**config.mk**
```make
export PLATFORM = sky130hd
export DESIGN_NAME = decode_stage_flat
export DESIGN_NICKNAME = d
export VERILOG_FILES = /design/src/rtl/decode_stage_if.sv /design/src/rtl/decode_stage.sv /design/src/flat_wrapper.sv
export SDC_FILE = /design/constraint.sdc
export NUM_CORES = 1
export LEC_CHECK = 0
export ABC_AREA = 1
export CELL_PAD_IN_SITES_DETAIL_PLACEMENT = 1
export CELL_PAD_IN_SITES_GLOBAL_PLACEMENT = 1
export CORE_UTILIZATION = 33
export CTS_BUF_LIST = sky130_fd_sc_hd__clkbuf_2
export CTS_CLUSTER_DIAMETER = 200
export DETAILED_ROUTE_END_ITERATION = 7
export HOLD_SLACK_MARGIN = 0.02
export PLACE_DENSITY = 0.86
export REMOVE_ABC_BUFFERS = 1
export SYNTH_ARGS = -nofsm -noshare
export SYNTH_HDL_FRONTEND = slang
export SYNTH_SLANG_ARGS = --single-unit
```
**constraint.sdc**
```tcl
create_clock -name clk -period 2.7 [get_ports clk]
set_input_delay 0.81 -clock clk [delete_from_list [all_inputs] [get_ports clk]]
set_output_delay 0.81 -clock clk [all_outputs]
set_load 0.05 [all_outputs]
```
**src/rtl/decode_stage_if.sv**
```systemverilog
// Fetch/execute-facing bundle of decode_stage: fetched word in, fetch control
// and decoded ID fields out.
interface decode_stage_if #(
  parameter int DATA_W = 16,
  parameter int ADDR_W = 8
);
  logic [DATA_W-1:0] instr;
  logic [ADDR_W-1:0] if_pc;
  logic              stall;
  logic              pc_en;
  logic              branch_en;
  logic [ADDR_W-1:0] branch_addr;
  logic              id_valid;
  logic [ADDR_W-1:0] id_pc;
  logic [3:0]        id_opcode;
  logic [3:0]        id_rd;
  logic [3:0]        id_rs1;
  logic [3:0]        id_rs2;
  logic [7:0]        id_imm;
  logic              id_illegal;
  logic              halted;

  modport slave (
    input  instr, if_pc, stall,
    output pc_en, branch_en, branch_addr, id_valid, id_pc, id_opcode,
           id_rd, id_rs1, id_rs2, id_imm, id_illegal, halted
  );

  modport master (
    output instr, if_pc, stall,
    input  pc_en, branch_en, branch_addr, id_valid, id_pc, id_opcode,
           id_rd, id_rs1, id_rs2, id_imm, id_illegal, halted
  );
endinterface

```
**src/rtl/decode_stage.sv**
```systemverilog
// IF/ID register and decoder: captures the fetched word, redirects fetch on
// unconditional jumps (one bubble) and stops fetch for good on HALT.
module decode_stage #(
  parameter int         DATA_W      = 16,
  parameter int         ADDR_W      = 8,
  parameter logic [3:0] JMP_OPCODE  = 4'h9,
  parameter logic [3:0] HALT_OPCODE = 4'hF
) (
  input  logic          clk,
  input  logic          rst,
  decode_stage_if.slave bus
);

  typedef enum logic [1:0] {
    RUN    = 2'd0,
    BRANCH = 2'd1,
    HALT   = 2'd2
  } state_e;

  state_e            state_q, state_d;
  logic [DATA_W-1:0] instr_q, instr_d;
  logic [ADDR_W-1:0] id_pc_q, id_pc_d;
  logic              valid_q, valid_d;
  logic              illegal_q, illegal_d;
  logic              halted_q, halted_d;
  logic              br_en_q, br_en_d;
  logic [ADDR_W-1:0] br_addr_q, br_addr_d;
  logic [3:0]        op_s;

  function automatic logic is_illegal(input logic [3:0] op);
    return !((op <= 4'd8) || (op == JMP_OPCODE) || (op == HALT_OPCODE));
  endfunction

  assign op_s = bus.instr[DATA_W-1 -: 4];

  always_comb begin
    state_d   = state_q;
    instr_d   = instr_q;
    id_pc_d   = id_pc_q;
    valid_d   = valid_q;
    illegal_d = illegal_q;
    halted_d  = halted_q;
    br_en_d   = br_en_q;
    br_addr_d = br_addr_q;
    case (state_q)
      RUN: begin
        if (!bus.stall) begin
          instr_d   = bus.instr;
          id_pc_d   = bus.if_pc;
          valid_d   = 1'b1;
          illegal_d = is_illegal(op_s);
          if (op_s == JMP_OPCODE) begin
            state_d   = BRANCH;
            br_en_d   = 1'b1;
            br_addr_d = {bus.instr[ADDR_W-1:1], 1'b0};
          end else if (op_s == HALT_OPCODE) begin
            state_d  = HALT;
            halted_d = 1'b1;
          end else begin
            state_d = RUN;
          end
        end else begin
          state_d = RUN;
        end
      end
      BRANCH: begin
        // The redirect always issues; a stalled JMP stays visible in ID.
        state_d = RUN;
        br_en_d = 1'b0;
        if (bus.stall) begin
          valid_d = valid_q;
        end else begin
          valid_d = 1'b0;
        end
      end
      HALT: begin
        valid_d = 1'b0;
      end
      default: begin
        state_d = RUN;
      end
    endcase
  end

  always_ff @(posedge clk or posedge rst) begin
    if (rst) begin
      state_q   <= RUN;
      instr_q   <= {DATA_W{1'b0}};
      id_pc_q   <= {ADDR_W{1'b0}};
      valid_q   <= 1'b0;
      illegal_q <= 1'b0;
      halted_q  <= 1'b0;
      br_en_q   <= 1'b0;
      br_addr_q <= {ADDR_W{1'b0}};
    end else begin
      state_q   <= state_d;
      instr_q   <= instr_d;
      id_pc_q   <= id_pc_d;
      valid_q   <= valid_d;
      illegal_q <= illegal_d;
      halted_q  <= halted_d;
      br_en_q   <= br_en_d;
      br_addr_q <= br_addr_d;
    end
  end

  assign bus.pc_en       = !rst && (state_q == RUN) && !bus.stall;
  assign bus.branch_en   = br_en_q;
  assign bus.branch_addr = br_addr_q;
  assign bus.id_valid    = valid_q;
  assign bus.id_pc       = id_pc_q;
  assign bus.id_opcode   = instr_q[DATA_W-1 -: 4];
  assign bus.id_rd       = instr_q[DATA_W-5 -: 4];
  assign bus.id_rs1      = instr_q[7:4];
  assign bus.id_rs2      = instr_q[3:0];
  assign bus.id_imm      = instr_q[7:0];
  assign bus.id_illegal  = illegal_q;
  assign bus.halted      = halted_q;

endmodule

```
**src/flat_wrapper.sv**
```systemverilog
// flat-port wrapper written by rule: the top's interface ports become plain ports
module decode_stage_flat 
#(
  parameter int         DATA_W      = 16,
  parameter int         ADDR_W      = 8,
  parameter logic [3:0] JMP_OPCODE  = 4'h9,
  parameter logic [3:0] HALT_OPCODE = 4'hF
)
  (clk, rst, bus_instr, bus_if_pc, bus_stall, bus_pc_en, bus_branch_en, bus_branch_addr, bus_id_valid, bus_id_pc, bus_id_opcode, bus_id_rd, bus_id_rs1, bus_id_rs2, bus_id_imm, bus_id_illegal, bus_halted);
  decode_stage_if #(.DATA_W(DATA_W), .ADDR_W(ADDR_W)) bus_i ();
  input  logic clk;
  input  logic rst;
  input wire logic [$bits(bus_i.instr)-1:0] bus_instr;
  input wire logic [$bits(bus_i.if_pc)-1:0] bus_if_pc;
  input wire logic [$bits(bus_i.stall)-1:0] bus_stall;
  output wire logic [$bits(bus_i.pc_en)-1:0] bus_pc_en;
  output wire logic [$bits(bus_i.branch_en)-1:0] bus_branch_en;
  output wire logic [$bits(bus_i.branch_addr)-1:0] bus_branch_addr;
  output wire logic [$bits(bus_i.id_valid)-1:0] bus_id_valid;
  output wire logic [$bits(bus_i.id_pc)-1:0] bus_id_pc;
  output wire logic [$bits(bus_i.id_opcode)-1:0] bus_id_opcode;
  output wire logic [$bits(bus_i.id_rd)-1:0] bus_id_rd;
  output wire logic [$bits(bus_i.id_rs1)-1:0] bus_id_rs1;
  output wire logic [$bits(bus_i.id_rs2)-1:0] bus_id_rs2;
  output wire logic [$bits(bus_i.id_imm)-1:0] bus_id_imm;
  output wire logic [$bits(bus_i.id_illegal)-1:0] bus_id_illegal;
  output wire logic [$bits(bus_i.halted)-1:0] bus_halted;
  assign bus_i.instr = bus_instr;
  assign bus_i.if_pc = bus_if_pc;
  assign bus_i.stall = bus_stall;
  assign bus_pc_en = bus_i.pc_en;
  assign bus_branch_en = bus_i.branch_en;
  assign bus_branch_addr = bus_i.branch_addr;
  assign bus_id_valid = bus_i.id_valid;
  assign bus_id_pc = bus_i.id_pc;
  assign bus_id_opcode = bus_i.id_opcode;
  assign bus_id_rd = bus_i.id_rd;
  assign bus_id_rs1 = bus_i.id_rs1;
  assign bus_id_rs2 = bus_i.id_rs2;
  assign bus_id_imm = bus_i.id_imm;
  assign bus_id_illegal = bus_i.id_illegal;
  assign bus_halted = bus_i.halted;
  decode_stage #(.DATA_W(DATA_W), .ADDR_W(ADDR_W), .JMP_OPCODE(JMP_OPCODE), .HALT_OPCODE(HALT_OPCODE)) u_core (.clk(clk), .rst(rst), .bus(bus_i));
endmodule
```
After elaboration in Yosys (flattened, before gate mapping):

Cells that the tools add are included.
W data, S select, Z words.

* bitwise operators: 2
* reductions and logical operators: 15
* equal/unequal tests: 7
* order comparisons: 1
* multiplexer cells: 10

Operators with widths (number)
* $reduce_and A3 Y1: 3
* $eq A4 B4 Y1 const B: 2
* $mux W2: 3
* $le A4 B4 Y1 const B: 1
* $mux W1: 4
* $ne A2 B2 Y1 const B: 2
* $pmux W2 S2: 1
* $reduce_and A4 Y1: 1
* $logic_not A1 Y1: 3
* $pmux W1 S3: 1
* $reduce_bool A3 Y1: 1
* $eq A2 B1 Y1 const B: 1
* $eq A2 B2 Y1 const B: 1
* $logic_and A1 B1 Y1: 2
* $logic_not A2 Y1: 1
* $logic_or A1 B1 Y1: 2
* $ne A2 B1 Y1 const B: 1
* $not A1 Y1: 2
* $pmux W1 S2: 1
* $reduce_and A2 Y1: 1
* $reduce_bool A2 Y1: 1

* register bits after elaboration: 37
* output and inout bits: 45
* logic and storage cells: 43
* input port bits: 27

Longest topological paths before layout:

Gate-level depths: netlist of run 1.

* depth after elaboration: 5
* mapped depth: 8
* depth with buffers taken out: 8

Least setup slack after synthesis of run 1:

No wires, ideal clock.

* path kind: in2out
* start: input bus_stall
* end: output bus_pc_en
* data required time: 1.890 ns
* arrival: 1.792 ns
* setup slack: 0.098 ns
* buffers on the path: 1
* stages on the path: 4
* cell sequence: nor2_8 inv_2 buf_4 nor2_1

* word-level cells in the longest chain between the ends: 2

RTL lines
* start, declared: RTL line flat_wrapper.sv:15 `input wire logic [$bits(bus_i.stall)-1:0] bus_stall;`
* $logic_not A1 Y1: RTL line decode_stage.sv:107 `assign bus.pc_en = !rst && (state_q == RUN) && !bus.stall;`
* $logic_and A1 B1 Y1: RTL line decode_stage.sv:107
* end, declared: RTL line flat_wrapper.sv:16 `output wire logic [$bits(bus_i.pc_en)-1:0] bus_pc_en;`

Every way passes these cells.

Worst setup path after layout of run 1:

* start: register u_core.state_q[1]
* end: output bus_pc_en

* word-level cells in the longest chain between the ends: 3

RTL lines
* start, declared: RTL line decode_stage.sv:20 `state_e state_q, state_d;`
* start signal, assigned: RTL line decode_stage.sv:96 `state_q <= state_d;`
* $logic_not A2 Y1: RTL line decode_stage.sv:107
* $logic_and A1 B1 Y1 (2 in a row): RTL line decode_stage.sv:107

Every way passes these cells.

==> impl_metrics.sql, run 1 <==
INSERT INTO impl_metrics (metric_group, metric, value, unit) VALUES
('final_layout', 'postLayoutCoreUtil', '50.1', '%'),
('setup_path', 'crit_buf_inv', '4', ''),
('setup_path', 'critical-path-slowest-cell', 'dfrtp_1', ''),
('route', 'vias_per_cell', '4.25', ''),
('clock_network', 'path_clk_slew', '0.17', 'ns'),
('logic_synthesis', 'synth_warnings', '0', ''),
('setup_path', 'cpMostUsedCell', 'inv_2', ''),
('final_layout', 'drive_gt1_share', '8.91', '%'),
('route', 'detail_route.wirelength', '3.87', 'mm'),
('setup_path', 'cp_data_arrival_time', '1.68', 'ns'),
('setup_path', 'worstPathMaxFanout', '5', ''),
('final_layout', 'final_nets', '277', ''),
('sta', 'worst_clock_skew', '0.0149', 'ns'),
('status', 'result_of_the_run', 'finished, final reports clean', ''),
('clock_network', 'clk-insertion-delay-late', '0.37', 'ns'),
('setup_path', 'critical_path.top_delay_family', 'flip-flops', ''),
('logic_synthesis', 'ys_seq_elements', '37', ''),
('floorplanning', 'floorplan.die.width', '72.7', 'µm'),
('sta', 'final.period_utilization', '92.1', '%'),
('sta', 'tightest_slew', '0.526', 'ns'),
('grt', 'grt_pass1_vias', '1480', ''),
('final_layout', 'post_layout_nonfiller_instances', '314', ''),
('logic_synthesis', 'synth_cell_type_count', '19', ''),
('setup_path', 'worstRegToRegCells', '9', ''),
('hold_path', 'worstHoldPathType', 'register to register', ''),
('setup_path', 'worst-r2r-setup-slack', '0.94', 'ns'),
('pwr', 'cellLeakagePower', '1.18', 'nW'),
('hold_path', 'timing.hold.worst.start', 'u_core.bus.id_pc[6]$_DFFE_PP0P_', ''),
('sta', 'setup_tns', '0', 'ns'),
('setup_path', 'r2r-end', 'u_core.bus.branch_addr[1]$_DFFE_PP0P_', ''),
('floorplanning', 'die_area', '5280', 'µm²'),
('logic_synthesis', 'synthesis.area', '1650', 'µm²'),
('clock_network', 'buffer_levels_on_the_longest_clock_path', '2', ''),
('clock_network', 'cts_num_sinks', '37', ''),
('clock_network', 'clock_tree.htree_level_count', '2', ''),
('final_layout', 'most-common-layout-cells', 'nand2_1, clkdlybuf4s50_1, dfrtp_1, inv_1, clkbuf_2', ''),
('placed_design', 'placed_cells_incl_taps', '307', ''),
('hold_path', 'worstHoldEndpoint', 'u_core.bus.id_pc[6]$_DFFE_PP0P_', ''),
('sta', 'timing.final.max_slew_violations', '0', ''),
('logic_synthesis', 'ys_seq_area_share', '56.2', '%'),
('final_layout', 'insertedDiodeCount', '0', ''),
('setup_path', 'critical_path_required', '1.89', 'ns'),
('sta', 'final_critical_path_setup_slack', '0.215', 'ns'),
('logic_synthesis', 'postSynthAreaPerCell', '9.05', 'µm²'),
('route', 'drt_drc_violations_left', '0', ''),
('route', 'drt-wirelength-per-cell', '12.3', 'µm'),
('clock_network', 'cts_setup_buffers', '0', ''),
('sta', 'hold_ws', '0.490', 'ns'),
('sta', 'rsz0062_at_grt', 'false', ''),
('route', 'drt-pass1-iter-count', '3', ''),
('sta', 'finalSetupViolations', '0', ''),
('final_layout', 'postLayoutCellArea', '2380', 'µm²'),
('clock_network', 'cts_inserted_buffers', '5', ''),
('pwr', 'vdd_ir_drop_max', '224', 'µV'),
('pwr', 'power_density', '630', 'nW/µm²'),
('placed_design', 'dp_slack', '-0.00297', 'ns'),
('grt', 'pin_count_of_the_biggest_net_entering_global_routing', '38', ''),
('grt', 'first_pass_grt_wire_length', '6.56', 'mm'),
('placed_design', 'dpl-instance-area', '2350', 'µm²'),
('final_layout', 'final_common_cell', 'nand2_1', ''),
('grt', 'overflow_after_grt', '0', ''),
('placed_design', 'place.detailed.hpwl', '2.90', 'mm'),
('route', 'drt_iter0_markers', '38', ''),
('sta', 'fmaxAchievable', '402', 'MHz'),
('floorplanning', 'start_util', '34.7', '%'),
('route', 'route.vias.total', '1335', ''),
('pwr', 'post-layout-total-power', '1.50', 'mW'),
('final_layout', 'final.fill_count', '562', ''),
('route', 'drt.antenna.violating_nets', '0', ''),
('floorplanning', 'pin_count', '72', ''),
('sta', 'report.final.hold_viol_count', '0', '');
sequential cells by signal, summed over array words and instances, names as in the netlist:
name / count
u_core.bus.id_valid: 1
u_core.bus.id_pc: 8
u_core.bus.halted: 1
u_core.bus.branch_en: 1
u_core.bus.branch_addr: 7
u_core.state_q: 2
u_core.instr_q: 16
u_core.bus.id_illegal: 1
logic make-up after synthesis:
logic type / after synthesis / synth area share, %
flip-flops: 37 / 56.2
buffers and inverters: 32 / 11.0
other: 1 / 0.228
AND/OR/NAND/NOR: 95 / 24.5
AO/OA/AOI/OAI: 14 / 5.77
adder cells (fa/ha/maj): 3 / 2.28
layer usage:
| layer | GRT usage, % | vias up | part of all wire (%) |
|---|---|---|---|
| met3 | 3.45 | 6 | 4.2 |
| met1 | 17.5 | 626 | 40 |
| met2 | 30.7 | 40 | 54 |
| met5 | 0 | - | 0 |
| li1 | - | 663 | - |
| met4 | 5.88 | 0 | 1.4 |
synth_stat cells:
master / n / share of area (%)
buf_2: 1 / 0.30
o21ai_0: 4 / 1.2
inv_1: 15 / 3.4
inv_2: 2 / 0.46
nand2_1: 89 / 20
nand3_4: 1 / 1.1
dfrtp_1: 37 / 56
nand3_1: 1 / 0.30
nand4_2: 1 / 0.76
nor2_4: 1 / 0.68
o21ai_2: 5 / 2.7
nor2_8: 1 / 1.2
o21bai_2: 1 / 0.68
nor2_1: 1 / 0.23
buf_4: 12 / 5.5
conb_1: 1 / 0.23
o21ai_1: 4 / 1.2
buf_6: 2 / 1.4
ha_1: 3 / 2.3
what timing repair did:
action,in CTS,in global routing
gates resized for setup,1,0
setup endpoints to repair,1,0
hold buffers,0,0
layout make-up:
class / count / area (µm²) / area share (%)
clock buffer: 6 / 30.0 / 1.26
tap: 67 / 83.8 / 3.52
multi-input combinational: 113 / 541 / 22.7
sequential: 37 / 926 / 38.9
inverter: 17 / 63.8 / 2.68
clock inverter: 1 / 3.75 / 0.158
timing repair buffer: 73 / 732 / 30.8
how the worst max path moves through the flow:
stage / start / end / depth (start not counted)
after CTS: u_core.state_q[1]$_DFFE_PP0P_ / bus_pc_en / 7
after global routing: u_core.state_q[0]$_DFFE_PP0P_ / bus_pc_en / 7
after global placement: bus_stall / bus_pc_en / 5
after floorplan: bus_stall / bus_pc_en / 3
after detailed placement: bus_stall / bus_pc_en / 5
final: u_core.state_q[1]$_DFFE_PP0P_ / bus_pc_en / 7
power by group:
group          leakage, nW  internal (mW)  total [mW]  switching, mW
logic                0.705          0.205       0.612          0.407
clock network       0.0265         0.0606       0.229          0.168
registers            0.452          0.620       0.659         0.0390
worst min-delay path, cell delays in order (launching register included):
cell     delay [ns]
dfrtp_1        0.37
nand2_1        0.05
nand2_1        0.05
Power figures use the tool's default switching activity.
==> run 2, diff against run 1 <==
--- a/config.mk
+++ b/config.mk
@@ -8,6 +8,7 @@
 export ABC_AREA = 1
 export CELL_PAD_IN_SITES_DETAIL_PLACEMENT = 1
 export CELL_PAD_IN_SITES_GLOBAL_PLACEMENT = 1
+export CORE_MARGIN = 1.5
 export CORE_UTILIZATION = 33
 export CTS_BUF_LIST = sky130_fd_sc_hd__clkbuf_2
 export CTS_CLUSTER_DIAMETER = 200
==> run 2 against run 1 <==
  * Final area increased by 0.42%
  * Fmax is 3.0% higher
  * Total power is 0.60% higher
  * Die area grew 2.8%
  * Register-to-register slack gained 0.06 ns
  * Global-route usage shrank 0.39 points
  * Sequential cell count stayed put
  * Utilization increased by 0.21 points
  * Hold slack barely moved
  * Critical endpoint unchanged
==> impl_metrics.sql, run 2 (same netlist as run 1, synthesis figures left out) <==
INSERT INTO impl_metrics (metric_group, metric, value, unit) VALUES
('floorplanning', 'pin_count', '72', ''),
('route', 'drt_drc_violations_left', '0', ''),
('setup_path', 'crit_buf_inv', '4', ''),
('setup_path', 'timing.critical_path.to_type', 'primary output', ''),
('route', 'routedLengthMet1', '1.54', 'mm'),
('sta', 'finalSetupViolations', '0', ''),
('placed_design', 'place.port_buffers', '70', ''),
('grt', 'grt_pass1_vias', '1426', ''),
('clock_network', 'count_of_hold_fix_buffers_inserted_at_cts', '0', ''),
('setup_path', 'crit_chain', 'inv_1, ha_1, inv_2, nor2_8, inv_2, nor2_1, buf_12', ''),
('pwr', 'cellLeakagePower', '1.20', 'nW'),
('clock_network', 'clock_tree.htree_level_count', '2', ''),
('final_layout', 'insertedDiodeCount', '0', ''),
('setup_path', 'critical-path-slowest-cell', 'dfrtp_1', ''),
('clock_network', 'cts_inserted_buffers', '5', ''),
('sta', 'setup_tns', '0', 'ns'),
('clock_network', 'clk-insertion-delay-late', '0.34', 'ns'),
('job', 'cap_viol_max_count', '0', ''),
('status', 'result_of_the_run', 'finished, final reports clean', ''),
('placed_design', 'placed_cells_incl_taps', '307', ''),
('pwr', 'vdd_ir_drop_max', '240', 'µV'),
('grt', 'grt_util_all_layers', '15.8', '%'),
('clock_network', 'cts_setup_buffers', '0', ''),
('setup_path', 'cp-start-kind', 'register', ''),
('route', 'detail_route.wirelength', '3.92', 'mm'),
('route', 'vias_per_cell', '4.31', ''),
('placed_design', 'place.detailed.hpwl', '3.05', 'mm'),
('clock_network', 'cts_num_sinks', '37', ''),
('floorplanning', 'num_rows', '25', ''),
('sta', 'fmaxAchievable', '415', 'MHz'),
('sta', 'tightest_slew', '0.525', 'ns'),
('setup_path', 'cpMostUsedCell', 'inv_2', ''),
('final_layout', 'drive_gt1_share', '9.68', '%'),
('floorplanning', 'floorplan.die.width', '73.7', 'µm'),
('sta', 'final.period_utilization', '89.3', '%'),
('route', 'top_layer_used_by_detailed_routing', 'met4', ''),
('setup_path', 'timing.critical_path.slowest_cell_delay', '0.46', 'ns'),
('sta', 'timing.final.max_slew_violations', '0', ''),
('clock_network', 'tritoncts', 'done', ''),
('sta', 'rsz0062_at_grt', 'false', ''),
('hold_path', 'worstHoldPathType', 'register to register', ''),
('final_layout', 'largest_reg_flops', '16', ''),
('final_layout', 'post_layout_nonfiller_instances', '315', ''),
('setup_path', 'cp_data_arrival_time', '1.60', 'ns'),
('route', 'drt-pass1-iter-count', '4', ''),
('grt', 'first_pass_grt_wire_length', '6.56', 'mm'),
('sta', 'relSlewSlack', '64.9', '%'),
('setup_path', 'crit_cells', '7', ''),
('floorplanning', 'start_util', '34.7', '%'),
('setup_path', 'timing_worst_setup_path_type', 'register to primary output', ''),
('final_layout', 'area_growth', '45.0', '%'),
('setup_path', 'critical_path.top_delay_family', 'flip-flops', ''),
('grt', 'pin_count_of_the_biggest_net_entering_global_routing', '38', ''),
('route', 'drt-wirelength-per-cell', '12.5', 'µm'),
('clock_network', 'path_clk_slew', '0.19', 'ns'),
('setup_path', 'worstRegToRegCells', '9', ''),
('clock_network', 'buffer_levels_on_the_longest_clock_path', '2', ''),
('route', 'drt.antenna.violating_nets', '0', ''),
('setup_path', 'worst-r2r-setup-slack', '1.00', 'ns'),
('final_layout', 'most-common-layout-cells', 'nand2_1, clkdlybuf4s50_1, dfrtp_1, inv_1, clkbuf_2', ''),
('route', 'met2_length', '2.16', 'mm'),
('sta', 'fin_crit', '2.41', 'ns'),
('route', 'routed-wl-met3', '210', 'µm'),
('placed_design', 'gp_routability_congestion', '0.738', ''),
('clock_network', 'cell_chosen_for_the_clock_root', 'clkbuf_2', ''),
('setup_path', 'worstPathMaxFanout', '4', ''),
('final_layout', 'final_common_cell', 'nand2_1', ''),
('clock_network', 'post_cts_resized', '0', ''),
('route', 'drt_iter0_markers', '58', ''),
('final_layout', 'final_nets', '277', ''),
('floorplanning', 'fp.dieH', '73.7', 'µm'),
('route', 'route.vias.total', '1359', ''),
('final_layout', 'registers.top_by_ff_count', 'u_core.instr_q', ''),
('sta', 'worst_clock_skew', '0.0232', 'ns'),
('grt', 'overflow_after_grt', '0', ''),
('final_layout', 'postLayoutCoreUtil', '50.3', '%'),
('floorplanning', 'die_area', '5430', 'µm²'),
('setup_path', 'critical_path_required', '1.89', 'ns'),
('grt', 'grt_antenna_before_repair', '0', ''),
('floorplanning', 'placeableCoreArea', '4750', 'µm²'),
('hold_path', 'min_path_cells', '2', ''),
('pwr', 'power_density', '631', 'nW/µm²'),
('sta', 'report.final.hold_viol_count', '0', '');
## run 2: layer usage
layer	GRT usage (%)	vias up
met3	3.70	2
li1	-	665
met1	19.6	657
met4	3.09	0
met5	0	-
met2	27.9	35
## run 2: per-stage QoR
step	worst slack (ns)	total power, mW	cell area, µm²	hold WS [ns]
finish	0.288	1.51	2390	0.490
global route	0.122	1.59	2390	0.524
CTS	0.00667	1.54	2390	0.495
detailed placement	0.00756	1.29	2350	0.457
global placement	0.0400	1.28	2350	0.450
floorplan	-0.0612	1.04	1530	0.505
## run 2: worst paths after layout
check,start,to
max,u_core.state_q[0]$_DFFE_PP0P_,bus_pc_en
min,u_core.bus.id_pc[1]$_DFFE_PP0P_,u_core.bus.id_pc[1]$_DFFE_PP0P_
max reg2reg,u_core.state_q[0]$_DFFE_PP0P_,u_core.bus.branch_addr[1]$_DFFE_PP0P_
min reg2reg,u_core.bus.id_pc[1]$_DFFE_PP0P_,u_core.bus.id_pc[1]$_DFFE_PP0P_
max in group asynchronous,rst,u_core.instr_q[12]$_DFFE_PP0P_
min in group asynchronous,rst,u_core.state_q[0]$_DFFE_PP0P_
## run 2: report_power, final
part / internal, mW / leakage [nW] / switching [mW] / total, mW
Combinational: 0.205 / 0.713 / 0.409 / 0.614
Clock: 0.0655 / 0.0327 / 0.169 / 0.234
Sequential: 0.620 / 0.452 / 0.0395 / 0.659
Total: 0.890 / 1.20 / 0.617 / 1.51
## run 2: worst register-to-register path, stage by stage (launching register included)
cell and delay (ns):
dfrtp_1 0.46, inv_1 0.09, ha_1 0.18, inv_2 0.07, nor2_8 0.09, buf_4 0.27, nand3_4 0.24, inv_1 0.15
nand2_1 0.06, nand2_1 0.06
## run 2: layout make-up
cell class,count,area [µm²]
inverter,17,63.8
multi-input combinational,113,541
clock buffer,6,30.0
sequential,37,926
timing repair buffer,73,736
tap,67,83.8
clock inverter,2,10.0
fill,580,2360
==> run 3, diff against run 2 <==
--- a/config.mk
+++ b/config.mk
@@ -9,12 +9,13 @@
 export CELL_PAD_IN_SITES_DETAIL_PLACEMENT = 1
 export CELL_PAD_IN_SITES_GLOBAL_PLACEMENT = 1
 export CORE_MARGIN = 1.5
-export CORE_UTILIZATION = 33
+export CORE_UTILIZATION = 50
 export CTS_BUF_LIST = sky130_fd_sc_hd__clkbuf_2
 export CTS_CLUSTER_DIAMETER = 200
 export DETAILED_ROUTE_END_ITERATION = 7
+export DONT_BUFFER_PORTS = 1
 export HOLD_SLACK_MARGIN = 0.02
-export PLACE_DENSITY = 0.86
+export PLACE_DENSITY_LB_ADDON = 0.1
 export REMOVE_ABC_BUFFERS = 1
 export SYNTH_ARGS = -nofsm -noshare
 export SYNTH_HDL_FRONTEND = slang
==> run 3 against run 2 <==
  * Critical path depth is the same
  * Sequential power grew 29%
  * Register-to-register slack lost 0.04 ns
  * Total power shrank 12%
  * Largest power group unchanged
  * Utilization grew 5.2 points
==> impl_metrics.sql, run 3 (same netlist as run 1, synthesis figures left out) <==
INSERT INTO impl_metrics (metric_group, metric, value, unit) VALUES
('floorplanning', 'num_rows', '20', ''),
('clock_network', 'buffer_levels_on_the_longest_clock_path', '2', ''),
('final_layout', 'registers.top_by_ff_count', 'u_core.instr_q', ''),
('placed_design', 'placed_cells_incl_taps', '223', ''),
('clock_network', 'path_clk_slew', '0.18', 'ns'),
('route', 'drt_iter0_markers', '47', ''),
('setup_path', 'cp_data_arrival_time', '1.61', 'ns'),
('placed_design', 'place.port_buffers', '0', ''),
('grt', 'grt_pass1_vias', '1232', ''),
('final_layout', 'insertedDiodeCount', '0', ''),
('setup_path', 'worstPathMaxFanout', '5', ''),
('route', 'drt-wirelength-per-cell', '14.4', 'µm'),
('final_layout', 'final_common_cell', 'nand2_1', ''),
('route', 'vias_per_cell', '4.96', ''),
('clock_network', 'cts_setup_buffers', '0', ''),
('setup_path', 'timing_worst_setup_path_type', 'register to primary output', ''),
('setup_path', 'timing.critical_path.to_type', 'primary output', ''),
('final_layout', 'area_growth', '4.48', '%'),
('placed_design', 'place.detailed.hpwl', '2.52', 'mm'),
('setup_path', 'critical_path_required', '1.89', 'ns'),
('sta', 'timing.final.max_slew_violations', '0', ''),
('setup_path', 'worstRegToRegCells', '9', ''),
('clock_network', 'post_cts_resized', '0', ''),
('pwr', 'post-layout-total-power', '1.32', 'mW'),
('grt', 'gr-usage-met2', '35.6', '%'),
('pwr', 'cellLeakagePower', '0.957', 'nW'),
('sta', 'finalSetupViolations', '0', ''),
('grt', 'grt.met3_usage', '7.25', '%'),
('final_layout', 'post_layout_nonfiller_instances', '230', ''),
('route', 'drt-pass1-iter-count', '4', ''),
('final_layout', 'drive_gt1_share', '16.1', '%'),
('clock_network', 'cell_chosen_for_the_clock_root', 'clkbuf_2', ''),
('pwr', 'power_switching_share', '44.3', '%'),
('sta', 'rsz0062_at_grt', 'false', ''),
('setup_path', 'r2r-end', 'u_core.bus.branch_addr[1]$_DFFE_PP0P_', ''),
('route', 'drt.antenna.violating_nets', '0', ''),
('pwr', 'share_clk_of_total_power', '17.3', '%'),
('route', 'detail_route.wirelength', '3.31', 'mm'),
('sta', 'tightest_slew', '0.673', 'ns'),
('clock_network', 'count_of_hold_fix_buffers_inserted_at_cts', '0', ''),
('sta', 'worst_clock_skew', '0.0225', 'ns'),
('pwr', 'power_switching', '587', 'µW'),
('pwr', 'p_int', '738', 'µW'),
('sta', 'final_critical_path_setup_slack', '0.279', 'ns'),
('sta', 'fin_crit', '2.42', 'ns'),
('floorplanning', 'pin_count', '72', ''),
('clock_network', 'clock_tree.htree_level_count', '2', ''),
('clock_network', 'cts_num_sinks', '37', ''),
('sta', 'relSlewSlack', '55.1', '%'),
('job', 'cap_viol_max_count', '0', ''),
('route', 'drt_drc_violations_left', '0', ''),
('floorplanning', 'die_area', '3650', 'µm²'),
('placed_design', 'dp_slack', '0.661', 'ns'),
('floorplanning', 'placeableCoreArea', '3100', 'µm²'),
('grt', 'pin_count_of_the_biggest_net_entering_global_routing', '30', ''),
('sta', 'final.period_utilization', '89.7', '%'),
('pwr', 'pwr-share-seq', '64.3', '%'),
('final_layout', 'largest_reg_flops', '16', ''),
('grt', 'grt_antenna_before_repair', '0', ''),
('floorplanning', 'start_util', '53.1', '%'),
('grt', 'grt_most_used_layer', 'met2', ''),
('grt', 'overflow_after_grt', '0', ''),
('clock_network', 'clk-insertion-delay-late', '0.38', 'ns'),
('pwr', 'power.combinational.fraction', '18.5', '%'),
('setup_path', 'worst-r2r-setup-slack', '0.96', 'ns'),
('route', 'route.vias.total', '1140', ''),
('final_layout', 'most-common-layout-cells', 'nand2_1, dfrtp_1, inv_1, buf_4, clkbuf_2', ''),
('floorplanning', 'floorplan.die.width', '60.4', 'µm'),
('clock_network', 'tritoncts', 'done', ''),
('floorplanning', 'fp.dieH', '60.4', 'µm'),
('pwr', 'power_density', '769', 'nW/µm²'),
('setup_path', 'rr_startpoint', 'u_core.state_q[1]$_DFFE_PP0P_', ''),
('grt', 'grt_util_all_layers', '20.4', '%'),
('grt', 'first_pass_grt_wire_length', '5.44', 'mm'),
('final_layout', 'final_nets', '216', ''),
('status', 'result_of_the_run', 'finished, final reports clean', ''),
('setup_path', 'cp-start-kind', 'register', ''),
('sta', 'report.final.hold_viol_count', '0', ''),
('grt', 'grt.met1_usage', '22.0', '%'),
('pwr', 'vdd_ir_drop_max', '361', 'µV'),
('clock_network', 'cts_inserted_buffers', '5', ''),
('placed_design', 'gp_routability_congestion', '0.662', ''),
('hold_path', 'worstHoldPathType', 'input port to async pin', ''),
('sta', 'fmaxAchievable', '413', 'MHz');
-- run 3: cell types whose count changed in the layout (fill, tap and decap cells not counted) --
cell and delta:
dlymetal6s2s_1 -1, clkinv_2 -2, clkinv_1 +1, buf_4 +8, clkdlybuf4s50_1 -68
-- run 3: worst max path at each step --
stage,slack (ns),from,endpoint
after floorplan,-0.06,bus_stall,bus_pc_en
after global placement,0.66,bus_stall,bus_pc_en
after detailed placement,0.66,bus_stall,bus_pc_en
after CTS,0.24,u_core.state_q[0]$_DFFE_PP0P_,bus_pc_en
after global routing,0.13,u_core.state_q[0]$_DFFE_PP0P_,bus_pc_en
final,0.28,u_core.state_q[1]$_DFFE_PP0P_,bus_pc_en
-- run 3: layout make-up --
type | count | area, µm²
fill | 411 | 1380
sequential | 37 | 926
multi-input combinational | 113 | 541
timing repair buffer | 12 | 103
inverter | 17 | 63.8
tap | 44 | 55.1
clock buffer | 6 | 30.0
clock inverter | 1 | 3.75
-- run 3: stage by stage --
stage | cell area (µm²) | TNS [ns] | hold slack [ns] | util [%]
floorplan | 1530 | -0.0612 | 0.505 | -
global placement | 1690 | 0 | 0.462 | 54.4
detailed placement | 1690 | 0 | 0.464 | 54.4
CTS | 1720 | 0 | 0.392 | 55.5
global route | 1720 | 0 | 0.404 | 55.5
finish | 1720 | 0 | 0.380 | 55.5
-- run 3: routing by layer --
layer / wire (µm) / share of wire [%]
met1: 1250 / 38
met2: 1670 / 50
met3: 326 / 9.9
met4: 63 / 1.9
met5: 0 / 0
-- run 3: power groups by stage --
| stage | registers, mW | logic, mW | clock network, mW |
|---|---|---|---|
| floorplan | 0.946 | 0.0982 | 0 |
| global placement | 0.860 | 0.239 | 0 |
| detailed placement | 0.864 | 0.249 | 0 |
| CTS | 0.853 | 0.250 | 0.237 |
| global route | 0.860 | 0.270 | 0.262 |
| finish | 0.851 | 0.245 | 0.229 |
-- run 3: worst max-delay path, stage by stage, from the launching register on --
cell     delay [ns]
dfrtp_1        0.46
inv_1          0.11
ha_1           0.19
inv_2          0.07
nor2_8         0.08
inv_2          0.04
nor2_1         0.08
buf_4          0.20
